### src/rtl/ft_pkg.sv
// Shared fault-tolerance types: recovery FSM states and the GPR sweep range.
package ft_pkg;

  typedef enum logic [2:0] {IDLE, HALT, COPY, DRAIN, RESUME} recov_state_e;

  localparam int GPR_FIRST = 1;
  localparam int GPR_LAST  = 31;

endpackage

### src/rtl/sgpr_recovery_if.sv
// Comparator / core / shadow-RF side of the SGPR recovery block, plus FSM state for observation.
interface sgpr_recovery_if #(
  parameter int DATA_WIDTH = 32,
  parameter int ADDR_WIDTH = 5,
  parameter int CNT_WIDTH  = 8
);
  import ft_pkg::*;

  // Level signals only, no valid/ready: error_i is sampled in IDLE, halted_i in HALT,
  // and shadow_rdata_i answers shadow_addr_o one cycle later.
  logic                  error_i;
  logic                  halt_o;
  logic                  halted_i;
  logic [ADDR_WIDTH-1:0] shadow_addr_o;
  logic [DATA_WIDTH-1:0] shadow_rdata_i;
  logic                  we_o;
  logic [ADDR_WIDTH-1:0] waddr_o;
  logic [DATA_WIDTH-1:0] wdata_o;
  logic                  busy_o;
  logic                  done_o;
  logic [CNT_WIDTH-1:0]  recov_cnt_o;
  recov_state_e          state;

  modport master (
    input  error_i, halted_i, shadow_rdata_i,
    output halt_o, shadow_addr_o, we_o, waddr_o, wdata_o, busy_o, done_o, recov_cnt_o, state
  );

  modport slave (
    output error_i, halted_i, shadow_rdata_i,
    input  halt_o, shadow_addr_o, we_o, waddr_o, wdata_o, busy_o, done_o, recov_cnt_o, state
  );

endinterface

### src/rtl/sat_counter.sv
// Saturating up-counter; holds at all-ones instead of wrapping.
module sat_counter #(
  parameter int WIDTH = 8
) (
  input  logic             clk,
  input  logic             rst_n,
  input  logic             inc,
  output logic [WIDTH-1:0] count
);

  always_ff @(posedge clk or negedge rst_n) begin
    if (!rst_n) begin
      count <= '0;
    end else if (inc && (count != {WIDTH{1'b1}})) begin
      count <= count + 1'b1;
    end
  end

endmodule

### src/rtl/sgpr_recovery.sv
// Halts both cores on a write mismatch and rewrites x1..x31 from the shadow RF.
// Optional recovery counter enabled with `define SGPR_RECOVERY_CNT_EN.
module sgpr_recovery
  import ft_pkg::*;
#(
  parameter int DATA_WIDTH = 32,
  parameter int ADDR_WIDTH = 5,
  parameter int NUM_REGS   = 32,
  parameter int CNT_WIDTH  = 8
) (
  input  logic                 clk_i,
  input  logic                 rst_ni,
  sgpr_recovery_if.master      bus
);

  localparam logic [ADDR_WIDTH-1:0] FIRST = ADDR_WIDTH'(GPR_FIRST);
  localparam logic [ADDR_WIDTH-1:0] LAST  = ADDR_WIDTH'(NUM_REGS - 1);

  recov_state_e          state;
  logic [ADDR_WIDTH-1:0] rp;
  logic [ADDR_WIDTH-1:0] rp_d;
  logic                  rd_v;
  logic                  wr_v;
  logic [DATA_WIDTH-1:0] wdata_q;
  logic                  we;
  logic                  done;

  // rd_v/wr_v mark the read and write stages of the COPY pipeline; the write of LAST ends it.
  always_ff @(posedge clk_i or negedge rst_ni) begin
    if (!rst_ni) begin
      state   <= IDLE;
      rp      <= '0;
      rp_d    <= '0;
      rd_v    <= 1'b0;
      wr_v    <= 1'b0;
      wdata_q <= '0;
    end else begin
      case (state)
        IDLE: if (bus.error_i) state <= HALT;
        HALT: if (bus.halted_i) begin
          state <= COPY;
          rp    <= FIRST;
          rd_v  <= 1'b1;
          wr_v  <= 1'b0;
        end
        COPY: begin
          rp_d <= rp;
          wr_v <= rd_v;
          if (rp == LAST) rd_v <= 1'b0;
          else            rp   <= rp + 1'b1;
          if (wr_v) wdata_q <= bus.shadow_rdata_i;
          if (wr_v && (rp_d == LAST)) state <= DRAIN;
        end
        DRAIN:   state <= RESUME;
        RESUME:  state <= IDLE;
        default: state <= IDLE;
      endcase
    end
  end

  assign we   = (state == COPY) && wr_v;
  assign done = (state == RESUME);

  // waddr needs no hold register: rp_d only moves in COPY and keeps the last written address.
  assign bus.state         = state;
  assign bus.halt_o        = (state == HALT) || (state == COPY) || (state == DRAIN);
  assign bus.busy_o        = (state != IDLE);
  assign bus.done_o        = done;
  assign bus.we_o          = we;
  assign bus.shadow_addr_o = rp;
  assign bus.waddr_o       = rp_d;
  assign bus.wdata_o       = we ? bus.shadow_rdata_i : wdata_q;

`ifdef SGPR_RECOVERY_CNT_EN
  logic [CNT_WIDTH-1:0] cnt;

  sat_counter #(.WIDTH(CNT_WIDTH)) u_cnt (
    .clk   (clk_i),
    .rst_n (rst_ni),
    .inc   (done),
    .count (cnt)
  );

  assign bus.recov_cnt_o = cnt;
`else
  assign bus.recov_cnt_o = {CNT_WIDTH{1'b0}};
`endif

endmodule

### src/flat_wrapper.sv
// flat-port wrapper written by rule: the top's interface ports become plain ports
module sgpr_recovery_flat import ft_pkg::*;
#(
  parameter int DATA_WIDTH = 32,
  parameter int ADDR_WIDTH = 5,
  parameter int NUM_REGS   = 32,
  parameter int CNT_WIDTH  = 8
)
  (clk_i, rst_ni, bus_error_i, bus_halted_i, bus_shadow_rdata_i, bus_halt_o, bus_shadow_addr_o, bus_we_o, bus_waddr_o, bus_wdata_o, bus_busy_o, bus_done_o, bus_recov_cnt_o, bus_state);
  sgpr_recovery_if #(.DATA_WIDTH(DATA_WIDTH), .ADDR_WIDTH(ADDR_WIDTH), .CNT_WIDTH(CNT_WIDTH)) bus_i ();
  input  logic clk_i;
  input  logic rst_ni;
  input wire logic [$bits(bus_i.error_i)-1:0] bus_error_i;
  input wire logic [$bits(bus_i.halted_i)-1:0] bus_halted_i;
  input wire logic [$bits(bus_i.shadow_rdata_i)-1:0] bus_shadow_rdata_i;
  output wire logic [$bits(bus_i.halt_o)-1:0] bus_halt_o;
  output wire logic [$bits(bus_i.shadow_addr_o)-1:0] bus_shadow_addr_o;
  output wire logic [$bits(bus_i.we_o)-1:0] bus_we_o;
  output wire logic [$bits(bus_i.waddr_o)-1:0] bus_waddr_o;
  output wire logic [$bits(bus_i.wdata_o)-1:0] bus_wdata_o;
  output wire logic [$bits(bus_i.busy_o)-1:0] bus_busy_o;
  output wire logic [$bits(bus_i.done_o)-1:0] bus_done_o;
  output wire logic [$bits(bus_i.recov_cnt_o)-1:0] bus_recov_cnt_o;
  output wire logic [$bits(bus_i.state)-1:0] bus_state;
  assign bus_i.error_i = bus_error_i;
  assign bus_i.halted_i = bus_halted_i;
  assign bus_i.shadow_rdata_i = bus_shadow_rdata_i;
  assign bus_halt_o = bus_i.halt_o;
  assign bus_shadow_addr_o = bus_i.shadow_addr_o;
  assign bus_we_o = bus_i.we_o;
  assign bus_waddr_o = bus_i.waddr_o;
  assign bus_wdata_o = bus_i.wdata_o;
  assign bus_busy_o = bus_i.busy_o;
  assign bus_done_o = bus_i.done_o;
  assign bus_recov_cnt_o = bus_i.recov_cnt_o;
  assign bus_state = bus_i.state;
  sgpr_recovery #(.DATA_WIDTH(DATA_WIDTH), .ADDR_WIDTH(ADDR_WIDTH), .NUM_REGS(NUM_REGS), .CNT_WIDTH(CNT_WIDTH)) u_core (.clk_i(clk_i), .rst_ni(rst_ni), .bus(bus_i));
endmodule
### config.mk
export PLATFORM = sky130hd
export DESIGN_NAME = sgpr_recovery_flat
export DESIGN_NICKNAME = d
export VERILOG_FILES = /design/src/rtl/ft_pkg.sv /design/src/rtl/sgpr_recovery_if.sv /design/src/rtl/sat_counter.sv /design/src/rtl/sgpr_recovery.sv /design/src/flat_wrapper.sv
export SDC_FILE = /design/constraint.sdc
export NUM_CORES = 1
export LEC_CHECK = 0
export CAP_MARGIN = 40
export CORE_ASPECT_RATIO = 0.5
export CORE_MARGIN = 8
export CORE_UTILIZATION = 42
export CTS_CLUSTER_DIAMETER = 60
export DETAILED_ROUTE_END_ITERATION = 12
export GPL_TIMING_DRIVEN = 0
export PLACE_DENSITY = 0.8
export RECOVER_POWER = 50
export SYNTH_ARGS = -nofsm -noshare
export SYNTH_HDL_FRONTEND = slang
export SYNTH_SLANG_ARGS = --single-unit
### constraint.sdc
create_clock -name clk_i -period 2.4 [get_ports clk_i]
set_input_delay 0.24 -clock clk_i [delete_from_list [all_inputs] [get_ports clk_i]]
set_output_delay 0.24 -clock clk_i [all_outputs]
set_load 0.02 [all_outputs]
; Yosys cells after proc, flatten, opt, wreduce, memory -nomap -nowiden
; Cells that the tools add are included.
; W data, S select, Z words.
[word_totals]
reg_bits = 47
latchBits = 0
mem_bits_rw = 0
romBits = 0
inputBits = 36
output_inout_bits = 57
word_cells = 43
mem_count = 0
[op_classes]
n_addsub = 1
n_mul = 0
div_mod_pow = 0
order_cmp = 0
eq_ne = 11
n_shift = 0
mux = 13
bitwise_logic = 0
reduce_logical = 12
[op_table]
columns = cell, count
row1 = $mux W32, 1
row2 = $pmux W3 S4, 1
row3 = $eq A5 B5 Y1 const B, 2
row4 = $mux W5, 2
row5 = $pmux W5 S2, 1
row6 = $mux W3, 3
row7 = $reduce_and A3 Y1, 3
row8 = $eq A3 B2 Y1 const B, 2
row9 = $ne A2 B2 Y1 const B, 3
row10 = $add A5 B1 Y5 const B, 1
row11 = $ne A2 B1 Y1 const B, 2
row12 = $pmux W1 S2, 2
row13 = $reduce_and A2 Y1, 2
row14 = $eq A3 B1 Y1 const B, 1
row15 = $eq A3 B3 Y1 const B, 1
row16 = $logic_not A3 Y1, 1
row17 = $mux W1, 3
row18 = $reduce_bool A3 Y1, 1
row19 = $logic_and A1 B1 Y1, 2
row20 = $logic_or A1 B1 Y1, 2
row21 = $reduce_bool A2 Y1, 1

; Depth between registers and ports, before layout
; Gate-level depths: netlist of run 1.
[depth]
depth_word = 4
mapped_depth = 6
mapped_depth_nobuf = 6

; Worst setup path before layout of run 1
; Ideal clock, no wire load.
[synth_timing]
kind = reg-to-output
from = register u_core.state[0], in the netlist u_core.bus.state[0]
to = output port bus_wdata_o[22]
t_arrival_ns = 1.771
required_time_ns = 2.160
slack_ns = 0.389
path_stages_with_launch = 7
path_buffers = 3
path_cell_list = dfrtp_1 > buf_4 > nor3b_4 > and2_4 > buf_12 > buf_12 > mux2_4
[synth_between]
elab_chain_cells = 3
[synth_lines]
columns = item, line_no
row1 = "start, declared", sgpr_recovery.sv:19  ; recov_state_e state;
row2 = "start signal, assigned", sgpr_recovery.sv:31  ; state <= IDLE;
row3 = "start signal, assigned", sgpr_recovery.sv:39  ; IDLE: if (bus.error_i) state <= HALT;
row4 = "start signal, assigned", sgpr_recovery.sv:41  ; state <= COPY;
row5 = $eq A3 B2 Y1, sgpr_recovery.sv:61  ; assign we = (state == COPY) && wr_v;
row6 = $logic_and A1 B1 Y1, sgpr_recovery.sv:61
row7 = named net bus_we_o, flat_wrapper.sv:18  ; output wire logic [$bits(bus_i.we_o)-1:0] bus_we_o;
row8 = $mux W32, sgpr_recovery.sv:72  ; assign bus.wdata_o = we ? bus.shadow_rdata_i : wdata_q;
row9 = "end, declared", flat_wrapper.sv:20  ; output wire logic [$bits(bus_i.wdata_o)-1:0] bus_wdata_o;
; The timed path passes the listed nets, and every way through them passes these cells.

; Worst setup path after layout of run 1
[layout_timing]
from = register u_core.state[0], in the netlist u_core.bus.state[0]
to = output port bus_wdata_o[9]
[layout_between]
elab_chain_cells = 3
[layout_lines]
columns = item, line_no
row1 = $eq A3 B2 Y1, sgpr_recovery.sv:61
row2 = $logic_and A1 B1 Y1, sgpr_recovery.sv:61
row3 = $mux W32, sgpr_recovery.sv:72
; No other way between the ends.

==> results of run 1 <==
==> metal layers <==
| metal | global-route usage, % | vias to the layer above | routed length, um |
|---|---|---|---|
| li1 | - | 649 | - |
| met1 | 14.5 | 685 | 2000 |
| met2 | 24.3 | 25 | 2780 |
| met3 | 2.73 | 5 | 149 |
| met4 | 5.28 | 0 | 53 |
| met5 | 0 | - | 0 |
==> sequential cells by signal (all words and copies together) (netlist names) <==
| signal | cells |
|---|---|
| u_core.bus.shadow_addr_o | 5 |
| u_core.bus.state | 3 |
| u_core.bus.waddr_o | 5 |
| u_core.rd_v | 1 |
| u_core.wdata_q | 32 |
| u_core.wr_v | 1 |
==> cells in the mapped netlist, types with 2 or more instances <==
master    instances
mux2_4           29
nand2b_1          4
nand2_1           3
nor2_1            4
a22o_1            2
mux2_2            8
buf_12            4
dfrtp_1          47
ha_1              2
mux2i_1           2
a21oi_1           3
buf_4             9
nand4_1           2
==> what timing repair did <==
| action | in CTS | in global routing |
|---|---|---|
| endpoints found under the hold margin | 25 | 0 |
| gates resized for setup | 33 | 57 |
| setup buffers | 1 | 0 |
| pin swaps | 1 | 0 |
| hold buffers | 1 | 0 |
| setup endpoints to repair | 33 | 30 |
==> path summary, 6_finish.rpt <==
kind	end	slack (ps)
max	bus_wdata_o[9]	100
max in group asynchronous	u_core.bus.state[2]	350
min in group asynchronous	u_core.bus.shadow_addr_o[3]	800
min	u_core.wdata_q[18]	500
max reg2reg	u_core.bus.shadow_addr_o[4]	300
min reg2reg	u_core.wdata_q[18]	500
==> power by group <==
part	leakage [uW]	switching [uW]	internal, uW
sequential	0.000570	177	1160
clock	0.0000371	239	195
combinational	0.000854	1160	1090
==> layout make-up <==
class | count | area [sq um]
well taps | 70 | 87.6
inverters | 1 | 3.75
fillers | 379 | 1860
plain buffers | 13 | 148
repair buffers | 87 | 722
multi-input cells | 80 | 813
clock buffers | 6 | 72.6
flip-flops and latches | 47 | 1180
==> logic make-up (layout without fill, tap and decap cells) <==
logic type | count (synthesis) | in the layout
adder cells (fa/ha/maj) | 2 | 2
buffers and inverters | 14 | 107
other | 1 | 8
AND/OR/NAND/NOR | 24 | 24
AO/OA/AOI/OAI | 7 | 7
flip-flops | 47 | 47
multiplexers | 39 | 39
==> metrics by stage <==
stage          hold slack (ps)  std cells  utilization [%]  total power [uW]
4_1_cts                    497        304             64.3              4170
3_3_place_gp               463        295             62.8              3880
5_1_grt                    507        304             61.9              4250
2_1_floorplan            -55.6        141                -              2830
3_5_place_dp               288        296             63.3              3950
6_report                   496        304             61.9              4020
==> key figures, run 1 <==
Timing
  • Final Critical Period: 2300 ps
  • Final setup viols: 0
  • Final WS setup: roughly 96 ps
  • Unrepaired setup endpoints after global routing: no
  • Max transition margin: between 7 and 8%
  • Clock skew: between 7 and 8 ps
  • Fin. max-slew vios: 0
  • Final worst path period share: a little under 100%
  • Pin slew with the least headroom to its limit: roughly 1400 ps
  • Hold Fails Final Rpt: 0
  • Peak Freq: about 0.43 GHz
  • Final setup TNS: 0 ps

Die
  • Die area: around 7700 sq um
  • Total core area: just under 5000 sq um
  • I/O pin count: 93
  • DIE WIDTH: ~120 um
  • Initial Utilization: 43.3%
  • # rows: 18
  • Die Height: 66.2 um

Critical path
  • Startpoint types: register
  • Setup crit end kind: output port
  • Cells on worst reg2reg path: 6
  • Cell depth of the worst setup path: 7
  • CP Max Fanout: 10
  • Worst r2r src: u_core.bus.shadow_addr_o[0]
  • Slowest cell on the critical path: dfrtp_1
  • CP arrival: 2060 ps
  • CP Launch Point: u_core.bus.state[0]
  • Worst Path Required: ~2200 ps
  • CP cell instances: buf_4 -> nor3b_4 -> and2_4 -> buf_12 -> buf_12 -> mux2_4 -> clkdlybuf4s15_1
  • Worst path max stage delay: around 380 ps
  • Count of buffer and inverter cells on the critical path: 4
  • Top Family by Delay on Critical Path: buffers and inverters
  • Critical setup path kind: register to output port
  • CP most frequent cell: buf_12

Final layout
  • Final nets: approximately 270
  • Antenna diode count: 0
  • Share of cells above drive strength 1: 38.0%
  • Most common cell after layout, fill and taps aside: dfrtp_1
  • Final Cell Area: between 3000 and 4000 sq um
  • Layout area overhead: 43.1%
  • Most frequent cells in the layout: 45 x dfrtp_1, 40 x clkdlybuf4s50_1, 29 x mux2_4, 27 x clkbuf_2, 11 x dlygate4sd3_1

Drt
  • DRC: 0
  • Overall via count from detail_route: between 1k and 1.5k
  • Wire per inst: 16.4 um
  • Vias per std cell: roughly 4.5
  • WL final: 4980 um
  • TritonRoute pass-1 iters: 4
  • DR iter-0 viols: 39
  • Post-detailed-route count of antenna-violating nets: 0

Logic synthesis
  • Post-synth ARST share: 100%
  • Yosys warns: 0
  • Post-synthesis xor/xnor area fraction: 0%
  • Area leader, netlist: dfrtp_1
  • Synth Area in Compound Gates: under 10%
  • Main combinational cell family by area after synthesis: multiplexers
  • Post-Synthesis Cells: 134
  • Synth Area in Adders: under 10%
  • Post-synth EDFFs: 0
  • Mapped cell area: between 2000 and 2500 sq um
  • Yosys reg bits: 47
  • Mux contribution to synthesized area: about 26%
  • Post-synth top area share: between 50% and 60%
  • Synth area leaders: dfrtp_1 56%, mux2_4 21%, mux2_2 4.3%
  • Sequential fraction of the synthesis area: between 50% and 60%
  • Syn Area/Cell: 15.8 sq um
  • Synth Area in Simple Gates: about 7.9%
  • Yosys cell types: 28
  • Main flop type after synthesis: dfrtp_1

Global routing
  • Total grt overflow: 0
  • Initial antenna violation count: 0
  • Gr usage total: between 10% and 20%
  • First-pass GRT wire length: approximately 7800 um
  • Vias in the first global route: 1,477
  • Largest net degree at the start of global routing: 27

Clock tree
  • CTS sink count: 47
  • Max Buffers Root-to-Sink: 2
  • Clock root buffer master: clkbuf_8
  • Worst-path clk slew: approximately 80 ps
  • H-tree depth: 2
  • Clk Latency, worst-skew pair: just under 300 ps
  • Cts bufs inserted: 5
  • CTS tree: built

Place
  • Number of I/O port buffers: 84
  • Dpl cell area: 3090 sq um
  • Hpwl dp: 3790 um
  • Dpl ws: -139 ps
  • GPL Wtd Cong: between 0.7 and 0.8

Hold path
  • Hold Path Origin: u_core.wdata_q[18]
  • Hold Path Stages: 1
  • Worst hold path class: register to register

Power and ir drop
  • Peak VDD IR: a little under 0.5 mV
  • Power per cell area: 1330 nW/um^2
  • P_leak: ~0.0015 uW

Outcome
  • Outcome: complete, no violations

Job
  • Max-cap violations: 0
Note: power is estimated with default switching activity, not from simulation.
==> inputs of run 2 (changes only) <==
CORE_MARGIN = 2   (was 8)
==> key figures, run 2 (same netlist as run 1, synthesis figures left out) <==
Clock tree
  • CTS sink count: 47
  • Cts bufs inserted: 5
  • Max Buffers Root-to-Sink: 2
  • Worst-path clk slew: 90 ps
  • Clock root buffer master: clkbuf_8
  • Clk Latency, worst-skew pair: about 300 ps
  • H-tree depth: 2
  • CTS tree: built

Die
  • Total core area: approximately 4900 sq um
  • Initial Utilization: 43.3%
  • # rows: 18
  • DIE WIDTH: approximately 100 um
  • Die area: roughly 5700 sq um
  • Die Height: about 54 um
  • I/O pin count: 93

Critical path
  • Startpoint types: register
  • Critical setup path kind: register to output port
  • Setup crit end kind: output port
  • CP Max Fanout: 10
  • CP Launch Point: u_core.bus.state[0]
  • CP arrival: ~2100 ps
  • Worst r2r src: u_core.bus.shadow_addr_o[0]
  • Worst Path Required: 2160 ps

Drt
  • Vias per std cell: between 4 and 5
  • Post-detailed-route count of antenna-violating nets: 0
  • TritonRoute pass-1 iters: 4
  • Overall via count from detail_route: 1,365
  • DR iter-0 viols: 29
  • WL final: ~4500 um
  • DRC: 0
  • Wire per inst: about 15 um

Timing
  • Fin. max-slew vios: 0
  • Max transition margin: between 30% and 40%
  • Hold slack: around 500 ps
  • Final worst path period share: between 90 and 100%
  • Peak Freq: about 0.43 GHz
  • Hold Fails Final Rpt: 0
  • Final Critical Period: around 2300 ps
  • Unrepaired setup endpoints after global routing: no
  • Clock skew: 5.79 ps
  • Pin slew with the least headroom to its limit: approximately 950 ps
  • Final setup viols: 0
  • Final setup TNS: 0 ps

Global routing
  • Gr usage total: between 10% and 20%
  • Total grt overflow: 0
  • Vias in the first global route: 1,399
  • Initial antenna violation count: 0
  • Largest net degree at the start of global routing: 32
  • First-pass GRT wire length: 6850 um

Job
  • Max-cap violations: 0

Place
  • Dpl cell area: between 3000 and 4000 sq um
  • Hpwl dp: between 3000 and 4000 um
  • Number of I/O port buffers: between 80 and 90
  • GPL Wtd Cong: 0.729

Final layout
  • Share of cells above drive strength 1: between 30% and 40%
  • Max reg flops: 32
  • Layout area overhead: 43.8%
  • Most frequent cells in the layout: 46 x dfrtp_1, 42 x clkdlybuf4s50_1, 29 x mux2_4, 27 x clkbuf_2
  • Top reg by flops: u_core.wdata_q
  • Antenna diode count: 0
  • Post-layout util: around 62%
  • Most common cell after layout, fill and taps aside: dfrtp_1
  • Fill cell count: between 400 and 500
  • Final nets: about 270
  • Final Cell Area: ~3000 sq um

Outcome
  • Outcome: complete, no violations

Hold path
  • Worst hold path class: register to register
  • Hold Path Origin: u_core.wdata_q[24]

Power and ir drop
  • Peak VDD IR: 0.557 mV
  • P_leak: ~0.0015 uW
  • Power per cell area: approximately 1300 nW/um^2
-- run 2: critical path, stage by stage, from the launching register on --
cell and delay (ps):
dfrtp_1 380, buf_4 170, nor3b_4 190, and2_4 170, buf_12 120, buf_12 140, mux2_4 310, clkdlybuf4s15_1 290
-- run 2: layout make-up --
| type | instances | area [sq um] | area share (%) |
|---|---|---|---|
| flip-flops and latches | 47 | 1180 | 38.7 |
| multi-input cells | 80 | 813 | 26.7 |
| repair buffers | 87 | 722 | 23.7 |
| plain buffers | 13 | 148 | 4.86 |
| well taps | 70 | 87.6 | 2.88 |
| clock buffers | 5 | 68.8 | 2.26 |
| clock inverters | 3 | 20.0 | 0.658 |
| inverters | 1 | 3.75 | 0.123 |
-- run 2: per-stage QoR --
step	setup slack (ps)	power, uW	std cells
floorplan	389	2830	141
global placement	-165	3850	295
detailed placement	-154	3910	296
CTS	18.4	4170	306
global route	7.57	4270	306
finish	90.8	4040	306
-- run 2: worst paths after layout --
| kind | endpoint | slack (ps) | cells past startpoint |
|---|---|---|---|
| max in group asynchronous | u_core.bus.state[2] | 440 | 3 |
| hold reg to reg | u_core.wdata_q[24] | 500 | 1 |
| min in group asynchronous | u_core.bus.shadow_addr_o[2] | 620 | 2 |
| hold / removal | u_core.wdata_q[24] | 500 | 1 |
| setup reg to reg | u_core.bus.shadow_addr_o[3] | 290 | 6 |
| setup / recovery | bus_wdata_o[28] | 90 | 7 |
-- run 2: layer usage --
metal	track usage, %	wire, um
met2	28.1	2380
met1	19.6	1940
met3	4.72	169
met4	5.41	14
met5	0	0
-- run 2: report_power, final --
| part | leakage [uW] | internal (uW) | total [uW] | switching [uW] |
|---|---|---|---|---|
| sequential | 0.000571 | 1160 | 1340 | 180 |
| combinational | 0.000850 | 1090 | 2230 | 1140 |
| clock | 0.0000402 | 203 | 471 | 268 |
| total | 0.00146 | 2450 | 4040 | 1580 |
-- run 2: timing repair --
item                                    in CTS  in global routing
setup buffers                                1                  0
hold buffers                                 1                  0
resized for setup                           32                 57
hold endpoints to repair                    16                  0
pin swaps                                    1                  0
endpoints found under the setup margin      33                 30
